$ cat src/rtl/game_hud_text_if.sv
// Character lookup bus between the video front end, the font/map ROM and the HUD overlay.
// The overlay sits on the slave side: it produces the ROM address and the final glyph.
interface game_hud_text_if #(
   parameter int AW = 12
);
   logic [4:0]    h_ascii;
   logic [4:0]    v_ascii;
   logic [AW-1:0] rom_addr;
   logic [7:0]    rom_ascii;
   logic [7:0]    cur_ascii;

   modport master (output h_ascii, output v_ascii, input rom_addr, output rom_ascii, input cur_ascii);
   modport slave  (input h_ascii, input v_ascii, output rom_addr, input rom_ascii, output cur_ascii);
endinterface

$ cat src/rtl/game_hud_text.sv
// HUD sidebar text overlay: converts numeric fields to BCD once per frame and
// substitutes score digits, life glyph and username over the ROM character map.
module game_hud_text_chk #(
   parameter int              COLS        = 20,
   parameter int              ROWS        = 30,
   parameter int              AW          = 12,
   parameter int              NF          = 3,
   parameter int              D           = 3,
   parameter logic [NF*AW-1:0] FIELD_ADDR = {12'h238, 12'h211, 12'h199},
   parameter int              NU          = 3,
   parameter logic [AW-1:0]   NAME_ADDR   = 12'h0e4,
   parameter int              NAME_STRIDE = 2
) (
   input logic       clk,
   input logic       rst,
   input logic [4:0] h_ascii,
   input logic [4:0] v_ascii,
   input logic       busy,
   input logic       conv_done
);
   function automatic bit ranges_ok();
      bit ok;
      int na;
      int fa;
      ok = 1'b1;
      for (int f = 0; f < NF; f++) begin
         for (int k = 0; k < NU; k++) begin
            na = int'(NAME_ADDR) + k * NAME_STRIDE;
            fa = int'(FIELD_ADDR[f*AW +: AW]);
            if ((na >= fa) && (na < fa + D)) ok = 1'b0;
         end
      end
      return ok;
   endfunction

   localparam bit RANGES_OK = ranges_ok();

   a_ranges_disjoint: assert property (@(posedge clk) disable iff (rst) RANGES_OK);
   a_done_not_busy:   assert property (@(posedge clk) disable iff (rst) conv_done |-> !busy);
   a_col_range:       assert property (@(posedge clk) disable iff (rst) {27'd0, h_ascii} < 32'(COLS));
   a_row_range:       assert property (@(posedge clk) disable iff (rst) {27'd0, v_ascii} < 32'(ROWS));
endmodule

module game_hud_text #(
   parameter int               COLS        = 20,
   parameter int               ROWS        = 30,
   parameter int               AW          = 12,
   parameter int               NF          = 3,
   parameter int               W           = 10,
   parameter int               D           = 3,
   parameter logic [NF*AW-1:0] FIELD_ADDR  = {12'h238, 12'h211, 12'h199},
   parameter logic [AW-1:0]    LIFE_ADDR   = 12'h138,
   parameter int               NU          = 3,
   parameter logic [AW-1:0]    NAME_ADDR   = 12'h0e4,
   parameter int               NAME_STRIDE = 2,
   parameter bit               LZ          = 1'b0,
   parameter int               BLINK       = 16
) (
   input  logic              clk,
   input  logic              rst,
   input  logic              frame_start,
   game_hud_text_if.slave    bus,
   input  logic [NF*W-1:0]   field_val,
   input  logic [3:0]        life,
   input  logic              mode,
   input  logic [8*NU-1:0]   username,
   output logic              busy,
   output logic              conv_done,
   output logic              overrun
);
   localparam int FW = (NF > 1) ? $clog2(NF) : 1;
   localparam int CW = (W > 1) ? $clog2(W) : 1;
   localparam int BW = $clog2(2 * BLINK);
   localparam int DB = 4 * D;
   localparam logic [DB-1:0] NINES = {D{4'h9}};

   typedef enum logic [1:0] {IDLE = 2'd0, LOAD = 2'd1, SHIFT = 2'd2, NEXT = 2'd3} state_t;

   state_t            state_r;
   logic              busy_r;
   logic              conv_done_r;
   logic              overrun_r;
   logic [NF*W-1:0]   snap_r;
   logic [FW-1:0]     fld_r;
   logic [FW-1:0]     nxt_idx_s;
   logic [CW-1:0]     cnt_r;
   logic [W-1:0]      bin_r;
   logic [DB-1:0]     bcd_r;
   logic [DB-1:0]     dd_adj_s;
   logic              ovf_r;
   logic [NF*DB-1:0]  shadow_r;
   logic [NF*DB-1:0]  disp_r;
   logic [BW-1:0]     blink_r;
   logic [7:0]        cur_ascii_r;
   logic [AW-1:0]     rom_addr_s;
   logic [3:0]        dig_s;
   logic              zrun_s;
   logic              blank_s;
   logic              match_s;
   logic              field_hit_s;
   logic [7:0]        field_glyph_s;
   logic              name_hit_s;
   logic [7:0]        name_glyph_s;
   logic [7:0]        life_glyph_s;
   logic [7:0]        glyph_s;

   assign rom_addr_s    = AW'(bus.v_ascii) * AW'(COLS) + AW'(bus.h_ascii);
   assign bus.rom_addr  = rom_addr_s;
   assign bus.cur_ascii = cur_ascii_r;
   assign busy          = busy_r;
   assign conv_done     = conv_done_r;
   assign overrun       = overrun_r;
   assign nxt_idx_s     = fld_r + FW'(1'b1);

   // Double-dabble correction: every BCD nibble of 5 or more gets +3 before the shift.
   always_comb begin
      dd_adj_s = bcd_r;
      for (int n = 0; n < D; n++) begin
         if (bcd_r[4*n +: 4] >= 4'd5) dd_adj_s[4*n +: 4] = bcd_r[4*n +: 4] + 4'd3;
         else                         dd_adj_s[4*n +: 4] = bcd_r[4*n +: 4];
      end
   end

   // Conversion sequencer; any bit pushed out of the top nibble means the value needs more than D digits.
   always_ff @(posedge clk or posedge rst) begin
      if (rst) begin
         state_r     <= IDLE;
         busy_r      <= 1'b0;
         conv_done_r <= 1'b0;
         overrun_r   <= 1'b0;
         snap_r      <= '0;
         fld_r       <= '0;
         cnt_r       <= '0;
         bin_r       <= '0;
         bcd_r       <= '0;
         ovf_r       <= 1'b0;
         shadow_r    <= '0;
      end else begin
         conv_done_r <= 1'b0;
         if (frame_start && (state_r != IDLE)) overrun_r <= 1'b1;
         case (state_r)
            IDLE: begin
               if (frame_start) begin
                  state_r <= LOAD;
                  busy_r  <= 1'b1;
               end
            end
            LOAD: begin
               snap_r  <= field_val;
               fld_r   <= '0;
               bin_r   <= field_val[W-1:0];
               bcd_r   <= '0;
               cnt_r   <= '0;
               ovf_r   <= 1'b0;
               state_r <= SHIFT;
            end
            SHIFT: begin
               bcd_r <= {dd_adj_s[DB-2:0], bin_r[W-1]};
               bin_r <= {bin_r[W-2:0], 1'b0};
               ovf_r <= ovf_r | dd_adj_s[DB-1];
               if (cnt_r == CW'(W-1)) state_r <= NEXT;
               else                   cnt_r   <= cnt_r + CW'(1'b1);
            end
            NEXT: begin
               shadow_r[fld_r*DB +: DB] <= ovf_r ? NINES : bcd_r;
               if (fld_r == FW'(NF-1)) begin
                  state_r     <= IDLE;
                  busy_r      <= 1'b0;
                  conv_done_r <= 1'b1;
               end else begin
                  fld_r   <= nxt_idx_s;
                  bin_r   <= snap_r[nxt_idx_s*W +: W];
                  bcd_r   <= '0;
                  cnt_r   <= '0;
                  ovf_r   <= 1'b0;
                  state_r <= SHIFT;
               end
            end
            default: begin
               state_r <= IDLE;
               busy_r  <= 1'b0;
            end
         endcase
      end
   end

   // Glyph selection for the current address; field ranges are disjoint so matches can be OR-merged.
   always_comb begin
      dig_s         = 4'd0;
      zrun_s        = 1'b1;
      blank_s       = 1'b0;
      match_s       = 1'b0;
      field_hit_s   = 1'b0;
      field_glyph_s = 8'h00;
      name_hit_s    = 1'b0;
      name_glyph_s  = 8'h00;
      for (int f = 0; f < NF; f++) begin
         zrun_s = 1'b1;
         for (int j = 0; j < D; j++) begin
            dig_s         = disp_r[f*DB + 4*(D-1-j) +: 4];
            zrun_s        = zrun_s & (dig_s == 4'd0);
            blank_s       = LZ && (j < D-1) && zrun_s;
            match_s       = (rom_addr_s == FIELD_ADDR[f*AW +: AW] + AW'(j));
            field_hit_s   = field_hit_s | match_s;
            field_glyph_s = field_glyph_s | ({8{match_s}} & (blank_s ? 8'h20 : {4'h3, dig_s}));
         end
      end
      for (int k = 0; k < NU; k++) begin
         match_s      = (rom_addr_s == NAME_ADDR + AW'(k * NAME_STRIDE));
         name_hit_s   = name_hit_s | match_s;
         name_glyph_s = name_glyph_s | ({8{match_s}} & username[8*k +: 8]);
      end
      if (mode == 1'b0)                                 life_glyph_s = 8'h02;
      else if ((life == 4'd1) && (blink_r >= BW'(BLINK))) life_glyph_s = 8'h20;
      else                                              life_glyph_s = 8'h30 + {4'h0, life};
      if (field_hit_s)                    glyph_s = field_glyph_s;
      else if (rom_addr_s == LIFE_ADDR)   glyph_s = life_glyph_s;
      else if (name_hit_s)                glyph_s = name_glyph_s;
      else                                glyph_s = bus.rom_ascii;
   end

   // Display bank, blink phase and the registered output glyph.
   always_ff @(posedge clk or posedge rst) begin
      if (rst) begin
         disp_r      <= '0;
         blink_r     <= '0;
         cur_ascii_r <= 8'h00;
      end else begin
         if (conv_done_r) disp_r <= shadow_r;
         if (frame_start) blink_r <= (blink_r == BW'(2*BLINK-1)) ? '0 : blink_r + BW'(1'b1);
         cur_ascii_r <= glyph_s;
      end
   end

   game_hud_text_chk #(
      .COLS(COLS), .ROWS(ROWS), .AW(AW), .NF(NF), .D(D), .FIELD_ADDR(FIELD_ADDR),
      .NU(NU), .NAME_ADDR(NAME_ADDR), .NAME_STRIDE(NAME_STRIDE)
   ) u_chk (
      .clk(clk), .rst(rst), .h_ascii(bus.h_ascii), .v_ascii(bus.v_ascii),
      .busy(busy_r), .conv_done(conv_done_r)
   );
endmodule

$ cat src/flat_wrapper.sv
// flat-port wrapper written by rule: the top's interface ports become plain ports
module game_hud_text_flat 
#(
   parameter int               COLS        = 20,
   parameter int               ROWS        = 30,
   parameter int               AW          = 12,
   parameter int               NF          = 3,
   parameter int               W           = 10,
   parameter int               D           = 3,
   parameter logic [NF*AW-1:0] FIELD_ADDR  = {12'h238, 12'h211, 12'h199},
   parameter logic [AW-1:0]    LIFE_ADDR   = 12'h138,
   parameter int               NU          = 3,
   parameter logic [AW-1:0]    NAME_ADDR   = 12'h0e4,
   parameter int               NAME_STRIDE = 2,
   parameter bit               LZ          = 1'b0,
   parameter int               BLINK       = 16
)
  (clk, rst, frame_start, field_val, life, mode, username, busy, conv_done, overrun, bus_h_ascii, bus_v_ascii, bus_rom_addr, bus_rom_ascii, bus_cur_ascii);
  game_hud_text_if #(.AW(AW)) bus_i ();
  input  logic clk;
  input  logic rst;
  input  logic frame_start;
  input  logic [NF*W-1:0] field_val;
  input  logic [3:0] life;
  input  logic mode;
  input  logic [8*NU-1:0] username;
  output logic busy;
  output logic conv_done;
  output logic overrun;
  input wire logic [$bits(bus_i.h_ascii)-1:0] bus_h_ascii;
  input wire logic [$bits(bus_i.v_ascii)-1:0] bus_v_ascii;
  output wire logic [$bits(bus_i.rom_addr)-1:0] bus_rom_addr;
  input wire logic [$bits(bus_i.rom_ascii)-1:0] bus_rom_ascii;
  output wire logic [$bits(bus_i.cur_ascii)-1:0] bus_cur_ascii;
  assign bus_i.h_ascii = bus_h_ascii;
  assign bus_i.v_ascii = bus_v_ascii;
  assign bus_rom_addr = bus_i.rom_addr;
  assign bus_i.rom_ascii = bus_rom_ascii;
  assign bus_cur_ascii = bus_i.cur_ascii;
  game_hud_text #(.COLS(COLS), .ROWS(ROWS), .AW(AW), .NF(NF), .W(W), .D(D), .FIELD_ADDR(FIELD_ADDR), .LIFE_ADDR(LIFE_ADDR), .NU(NU), .NAME_ADDR(NAME_ADDR), .NAME_STRIDE(NAME_STRIDE), .LZ(LZ), .BLINK(BLINK)) u_core (.clk(clk), .rst(rst), .frame_start(frame_start), .bus(bus_i), .field_val(field_val), .life(life), .mode(mode), .username(username), .busy(busy), .conv_done(conv_done), .overrun(overrun));
endmodule
$ cat config.mk
export PLATFORM = sky130hd
export DESIGN_NAME = game_hud_text_flat
export DESIGN_NICKNAME = d
export VERILOG_FILES = /design/src/rtl/game_hud_text_if.sv /design/src/rtl/game_hud_text.sv /design/src/flat_wrapper.sv
export SDC_FILE = /design/constraint.sdc
export NUM_CORES = 1
export LEC_CHECK = 0
export BUFFER_PORTS_ARGS = -buffer_cell sky130_fd_sc_hd__buf_4
export CORE_UTILIZATION = 50
export CTS_CLUSTER_SIZE = 12
export DETAILED_ROUTE_END_ITERATION = 8
export PLACE_DENSITY = 0.73
export SLEW_MARGIN = 30
export SYNTH_ARGS = -nofsm -noshare
export SYNTH_HDL_FRONTEND = slang
export SYNTH_SLANG_ARGS = --single-unit
$ cat constraint.sdc
create_clock -name clk -period 4.4 [get_ports clk]
set_clock_uncertainty 0.05 [all_clocks]
set_input_delay 0.66 -clock clk [delete_from_list [all_inputs] [get_ports clk]]
set_output_delay 0.66 -clock clk [all_outputs]
set_load 0.02 [all_outputs]
==> flow_summary.ini, run 1 <==
[clock_network]
h-tree-depth = 4
root_buffer = clkbuf_16
insertion_delay_ns = 0.43
cts_tree = built
clkSinkCount = 149
cts_made_buffers = 17
clk_pin_slew_ns = 0.06
cts_buffer_depth = 2
ctsResizeCount = 0
ctsHoldBuffers = 0
post_cts_buffers = 0

[global_routing]
grtUsageMet2_pct = 43.1
grt_max_degree = 150
gr-total-overflow = 0
grt_pass1_vias = 6375
met3_usage_pct = 4.67
antenna_found_initial = 0
grt_use_met1_pct = 31.1
grt_busiest_layer = met2
track_usage_pct = 24.8
grt_pass1_wl_um = 31900

[placed_design]
portBuffers = 100
dp_worst_setup_slack_ns = 0.115
dp_hpwl_um = 13800
place_congestion = 0.884

[worst_hold_path]
hp-class = in -> async

[synthesis]
ys.flop_type = dfrtp_1
synth-edff-count = 0
synth.distinct_cells = 78
syn_area_per_cell_um2 = 10.5
syn_inst = 762
ys_warn_count = 0
syn-cell-area_mm2 = 0.00798
synth_seq_area_share_pct = 46.7
ys_ff_latch = 149
async_flop_share_pct = 100

[routing]
remaining_drc_errors = 0
viasPerCell = 5.91
routedWlPerCell_um = 18.0
routed_wl_um = 19200
firstDrtPassIters = 5
drtIter0Drc = 514
via_count = 6303
ant_nets = 0

[sta]
finalSetupTns_ns = 0
min_period_over_period_pct = 88.1
final_hold_viol_count = 0
drv_slew = 0
fmax_ghz = 0.258
rsz0062_at_grt = no
slew_headroom_pct = 33.5
finalWorstSetupSlack_ns = 0.526
tightest_slew_ns = 0.994
finalSetupViolations = 0
fin_crit_ns = 3.87

[floorplanning]
die_h_um = 128
die_w_um = 128
die_area_mm2 = 0.0165
io_pins = 103
initial_core_util_pct = 51.9
core_area_mm2 = 0.0154
num_rows = 45

[worst_setup_path]
crit_chain = buf_4, ha_1, ha_1, fa_1, xnor2_2, nor4_2, a31oi_4, inv_4, nor4b_4, o32a_2, or2_4, a21oi_1, or4_1
path_max_fanout = 9
arrival_ns = 4.13
critPathLaunchType = input port
worstSetupEndpointType = flop
cp_slowest_cell = nor4b_4
cpMostUsedCell = ha_1
required_ns = 4.65
path_class = in -> reg
max_stage_delay_ns = 0.51

[power_and_ir_drop]
power.share.switching_pct = 38.4
p_int_mw = 3.81
comb_power_share_pct = 39.4
p_leak_nw = 4.15
power_switching_mw = 2.38
p_clk_share_pct = 21.9
vdd_drop_max_mv = 0.358
seqPwrFrac_pct = 38.8
cellPowerDensity_mw_per_mm2 = 655

[layout]
drive_above_1_share_pct = 29.2
nets = 950
n_antenna_cell = 0
syn_to_final_growth_pct = 18.3

[run]
cap_violations = 0

[run_status]
outcome = complete, no violations
[power by group through the flow]
stage          combinational, mW  sequential (mW)  clock (mW)
3_5_place_dp                2.41             2.41           0
4_1_cts                     2.43             2.39        1.38
3_3_place_gp                2.31             2.37           0
2_1_floorplan               1.89             2.21           0
6_report                    2.43             2.40        1.35
5_1_grt                     2.70             2.48        1.44
[per-stage QoR]
stage          hold WS [ns]  cells  instance area [um2]  utilization, %  total power [mW]
4_1_cts               0.399   1067                 9440            61.4              6.20
3_5_place_dp          0.419   1036                 8890            57.8              4.82
6_report              0.349   1067                 9440            61.4              6.19
3_3_place_gp          0.404   1036                 8890            57.8              4.68
2_1_floorplan         0.388    763                 7990               -              4.11
5_1_grt               0.402   1067                 9440            61.4              6.61
[flip-flops by register name, indices dropped and copies added (netlist names)]
signal,flops
u_core.bcd_r,12
u_core.bin_r,10
u_core.blink_r,5
u_core.bus.cur_ascii,8
u_core.busy,1
u_core.cnt_r,4
u_core.conv_done,1
u_core.disp_r,36
u_core.fld_r,2
u_core.overrun,1
u_core.ovf_r,1
u_core.shadow_r,36
u_core.snap_r,30
u_core.state_r,2
[worst paths after layout]
| kind | slack (ns) | start | endpoint | cells after the start |
|---|---|---|---|---|
| worst max-delay path | 0.53 | bus_v_ascii[1] | u_core.bus.cur_ascii[2]$_DFF_PP0_ | 13 |
| max in group asynchronous | 3.29 | rst | u_core.fld_r[1]$_DFFE_PP0P_ | 3 |
| worst min register to register | 0.43 | u_core.shadow_r[10]$_DFFE_PP0P_ | u_core.shadow_r[10]$_DFFE_PP0P_ | 2 |
| worst min-delay path | 0.35 | rst | u_core.blink_r[1]$_DFFE_PP0P_ | 3 |
| min in group clk | 0.41 | field_val[11] | u_core.snap_r[11]$_DFFE_PP0P_ | 2 |
| worst max register to register | 1.27 | u_core.fld_r[0]$_DFFE_PP0P_ | u_core.bin_r[1]$_DFFE_PP0P_ | 7 |
[cells in the final DEF, fill, tap and decap left out, types with 3 or more instances in the layout]
master	n
a211oi_1	3
a21oi_1	36
a221oi_1	9
a222oi_1	6
a22o_1	15
a22oi_1	7
a2bb2oi_1	3
a32o_1	3
a32oi_1	6
and3_1	7
buf_4	110
clkbuf_16	17
clkinv_1	4
clkinv_2	5
clkinvlp_4	6
dfrtp_1	149
ha_1	24
inv_1	16
mux2_2	82
mux2i_1	10
nand2_1	77
nand2b_1	10
nand3_1	19
nor2_1	41
nor2b_1	5
nor3_1	9
nor4_1	4
o21ai_0	75
o22ai_1	9
o31ai_1	5
or2_2	3
or3_1	3
xnor2_1	5
xor2_1	6
[layer usage]
metal | vias up | part of all wire, %
li1 | 2952 | -
met1 | 3082 | 43
met2 | 227 | 50
met3 | 42 | 6.0
met4 | 0 | 1.9
met5 | - | 0
[area by class of cell]
class	instances	area, um2
clock inverter	13	110
sequential	149	3730
timing repair buffer	111	846
multi-input combinational	542	3960
tap	211	264
fill	1240	5930
inverter	23	92.6
clock buffer	18	439
[worst max-delay path: cells and delay by family]
| kind | cells | cell delay [ns] |
|---|---|---|
| compound gates | 3 | 0.68 |
| xor+xnor | 1 | 0.36 |
| fa+ha+maj | 3 | 0.99 |
| buf+inv | 2 | 0.23 |
| simple gates | 4 | 1.20 |
[synthesized netlist by cell type, types with 9 or more instances]
library cell / n / area [um2]
ha_1: 24 / 300
a22o_1: 15 / 131
a21oi_1: 36 / 180
inv_1: 17 / 63.8
mux2i_1: 10 / 100
a221oi_1: 9 / 78.8
nor2_1: 42 / 158
nand2_1: 77 / 289
mux2_2: 82 / 923
o21ai_0: 75 / 375
nor3_1: 9 / 45.0
clkbuf_1: 36 / 135
nand2b_1: 10 / 62.6
nand3_1: 19 / 95.1
dfrtp_1: 149 / 3730
o22ai_1: 9 / 56.3
[cells by family (layout without fill, tap and decap cells)]
| logic type | count (synthesis) | in the layout | synth area share [%] |
|---|---|---|---|
| AO/OA/AOI/OAI | 208 | 208 | 17.4 |
| XOR/XNOR | 13 | 13 | 1.71 |
| adder cells (fa/ha/maj) | 26 | 26 | 4.27 |
| buffers and inverters | 72 | 165 | 3.73 |
| flip-flops | 149 | 149 | 46.7 |
| multiplexers | 94 | 94 | 13.4 |
| other | 1 | 2 | 0.0470 |
| AND/OR/NAND/NOR | 199 | 199 | 12.7 |
(Power assumes the default switching activity.)
==> run 2, diff against run 1 <==
Settings changed: PLACE_DENSITY 0.73 to 0.82, SYNTH_HIERARCHICAL set to 1.
==> run 2 against run 1 <==
Effect of this change: critical path type unchanged; combinational power barely moved; largest cell class unchanged; synthesized area rose by 2.0%; flip-flop and latch count did not move; cell area rose by 2.5%; largest power group unchanged; die area rose by 1.9%; sequential power fell by 8.7%; maximum frequency rose by 3.6%; synthesized cell count rose by 3.0%; final cell count rose by 2.4%; count of clock-buffer cells in the layout did not move.
==> flow_summary.ini, run 2 <==
[run_status]
outcome = complete, no violations

[routing]
remaining_drc_errors = 0
drtIter0Drc = 437
viasPerCell = 5.86
ant_nets = 0
routedWlPerCell_um = 17.2
firstDrtPassIters = 7
via_count = 6409
routed_wl_um = 18900

[clock_network]
clk_pin_slew_ns = 0.06
root_buffer = clkbuf_16
cts_buffer_depth = 2
ctsHoldBuffers = 0
cts_tree = built
insertion_delay_ns = 0.42
cts_made_buffers = 17
post_cts_buffers = 0
ctsResizeCount = 0
h-tree-depth = 4
clkSinkCount = 149

[synthesis]
syn_area_per_cell_um2 = 10.4
synth_common_cells = dfrtp_1, mux2_2, o21ai_0, nand2_1, a21oi_1
ys_top_cells_by_area = dfrtp_1, mux2_2, a22o_1, o21ai_0, ha_1
synth_top_area_share_pct = 45.8
async_flop_share_pct = 100
yosysMostFrequentCell = dfrtp_1
synth_seq_area_share_pct = 45.8
synth.distinct_cells = 62
synth_area_leader_cell = dfrtp_1
syn-cell-area_mm2 = 0.00814
ys.flop_type = dfrtp_1
synth-edff-count = 0
ys_ff_latch = 149
syn_inst = 785
ys_warn_count = 6

[floorplanning]
core_area_mm2 = 0.0159
die_area_mm2 = 0.0168
die_h_um = 130
num_rows = 46
io_pins = 103
die_w_um = 130
initial_core_util_pct = 51.2

[placed_design]
dpl-instance-area_mm2 = 0.00906
dp_hpwl_um = 12900
place_congestion = 0.864
portBuffers = 100

[worst_setup_path]
arrival_ns = 3.99
cp_top_family = simple AND/OR/NAND/NOR gates
worstSetupEndpointType = flop
cpMostUsedCell = ha_1
required_ns = 4.65
worstRegToRegCells = 5
crit_chain = buf_4, ha_1, ha_1, inv_1, fa_1, nand2b_1, or3_4, or4b_4, a311oi_4, o21ai_2, a221oi_1, o31ai_1
crit_buf_inv = 2
path_max_fanout = 8
max_stage_delay_ns = 0.56
path_depth = 12
critPathLaunchType = input port
cp_slowest_cell = or4b_4
path_class = in -> reg

[layout]
n_antenna_cell = 0
fill_cells = 1298
final_common_cell = dfrtp_1
final_cell_area_mm2 = 0.00967
nets = 969
top_regs = u_core/disp_r: 36 flops, u_core/shadow_r: 36 flops, u_core/snap_r: 30 flops
mostFrequentLayoutCells = dfrtp_1, buf_4, mux2_2, o21ai_0, nand2_1
drive_above_1_share_pct = 28.4
syn_to_final_growth_pct = 18.9

[global_routing]
grt_pass1_vias = 6187
gr-total-overflow = 0
grt_pass1_wl_um = 30600
antenna_found_initial = 0
grt_max_degree = 137
track_usage_pct = 23.3

[run]
cap_violations = 0

[sta]
fin_crit_ns = 3.74
rsz0062_at_grt = no
finalSetupViolations = 0
slew_headroom_pct = 40.0
tightest_slew_ns = 0.896
finalSetupTns_ns = 0
final_hold_viol_count = 0
fmax_ghz = 0.267
drv_slew = 0
min_period_over_period_pct = 85.0

[power_and_ir_drop]
comb_power_share_pct = 39.8
cellPowerDensity_mw_per_mm2 = 635
power.share.switching_pct = 36.8
p_clk_share_pct = 24.5
seqPwrFrac_pct = 35.7
vdd_drop_max_mv = 0.422
p_int_mw = 3.88
power_switching_mw = 2.26
p_leak_nw = 4.42

[worst_hold_path]
hp-class = in -> async
==> run 2: cell count changes after synthesis, moves of 7 or more <==
cell / delta
a21oi_1: +15
a221oi_1: -7
a22o_1: +22
mux2_2: +10
nand2_1: -23
nand3_1: -8
nor3b_1: +11
o21ai_0: -12
==> run 2: routing by layer <==
metal | vias to the layer above | GRT usage [%] | wire [um]
li1 | 3018 | - | -
met1 | 3156 | 29.6 | 8280
met2 | 214 | 39.6 | 9290
met3 | 21 | 5.82 | 1040
met4 | 0 | 6.43 | 248
met5 | - | 0 | 0
==> run 2: worst register-to-register path, stage by stage, from the launching register on <==
cell	delay, ns
dfrtp_1	0.37
inv_1	0.19
ha_1	0.60
nand3_1	0.61
nor2_1	0.89
a22o_1	0.25
==> run 2: logic make-up (layout without fill, tap and decap cells) <==
logic type,Yosys count,after routing,synth area share (%)
other,1,2,0.0461
and+or+nand+nor,182,182,11.2
xor gates and xnor gates,17,17,2.01
muxes,108,108,14.7
AOI/OAI and AO/OA,227,227,18.5
buffers and inverters,76,167,3.74
adders and majority gates,25,25,4.03
DFF,149,149,45.8
==> run 2: path summary, 6_finish.rpt <==
check	slack (ns)	start	to
max	0.66	bus_v_ascii[1]	u_core/bus.cur_ascii[1]$_DFF_PP0_
min	0.17	rst	u_core/blink_r[0]$_DFFE_PP0P_
max reg2reg	1.38	u_core/fld_r[0]$_DFFE_PP0P_	u_core/shadow_r[35]$_DFFE_PP0P_
min reg2reg	0.42	u_core/shadow_r[2]$_DFFE_PP0P_	u_core/shadow_r[2]$_DFFE_PP0P_
max in group asynchronous	3.11	rst	u_core/snap_r[29]$_DFFE_PP0P_
min in group clk	0.42	field_val[11]	u_core/snap_r[11]$_DFFE_PP0P_
==> run 2: layout make-up <==
class / instances / area [um2] / share of cell area, %
sequential: 149 / 3730 / 38.5
timing repair buffer: 114 / 868 / 8.98
multi-input combinational: 561 / 4110 / 42.5
tap: 216 / 270 / 2.79
clock buffer: 18 / 429 / 4.44
clock inverter: 14 / 185 / 1.91
inverter: 21 / 82.6 / 0.854
==> run 2: power groups by stage <==
stage | registers, mW | logic, mW | clock network [mW]
floorplan | 2.08 | 1.91 | 0
global placement | 2.18 | 2.33 | 0
detailed placement | 2.20 | 2.40 | 0
CTS | 2.19 | 2.43 | 1.53
global route | 2.26 | 2.69 | 1.59
finish | 2.19 | 2.44 | 1.51
==> run 2: per-stage QoR <==
| step | setup WS [ns] | utilization, % | power (mW) | std cells | hold slack (ns) |
|---|---|---|---|---|---|
| after floorplan | 0.523 | - | 3.99 | 786 | 0.394 |
| after global placement | 0.319 | 57.0 | 4.51 | 1061 | 0.408 |
| after detailed placement | 0.256 | 57.0 | 4.60 | 1061 | 0.415 |
| after CTS | 0.679 | 60.9 | 6.15 | 1093 | 0.164 |
| after global routing | 0.522 | 60.9 | 6.54 | 1093 | 0.183 |
| final | 0.660 | 60.9 | 6.14 | 1093 | 0.170 |
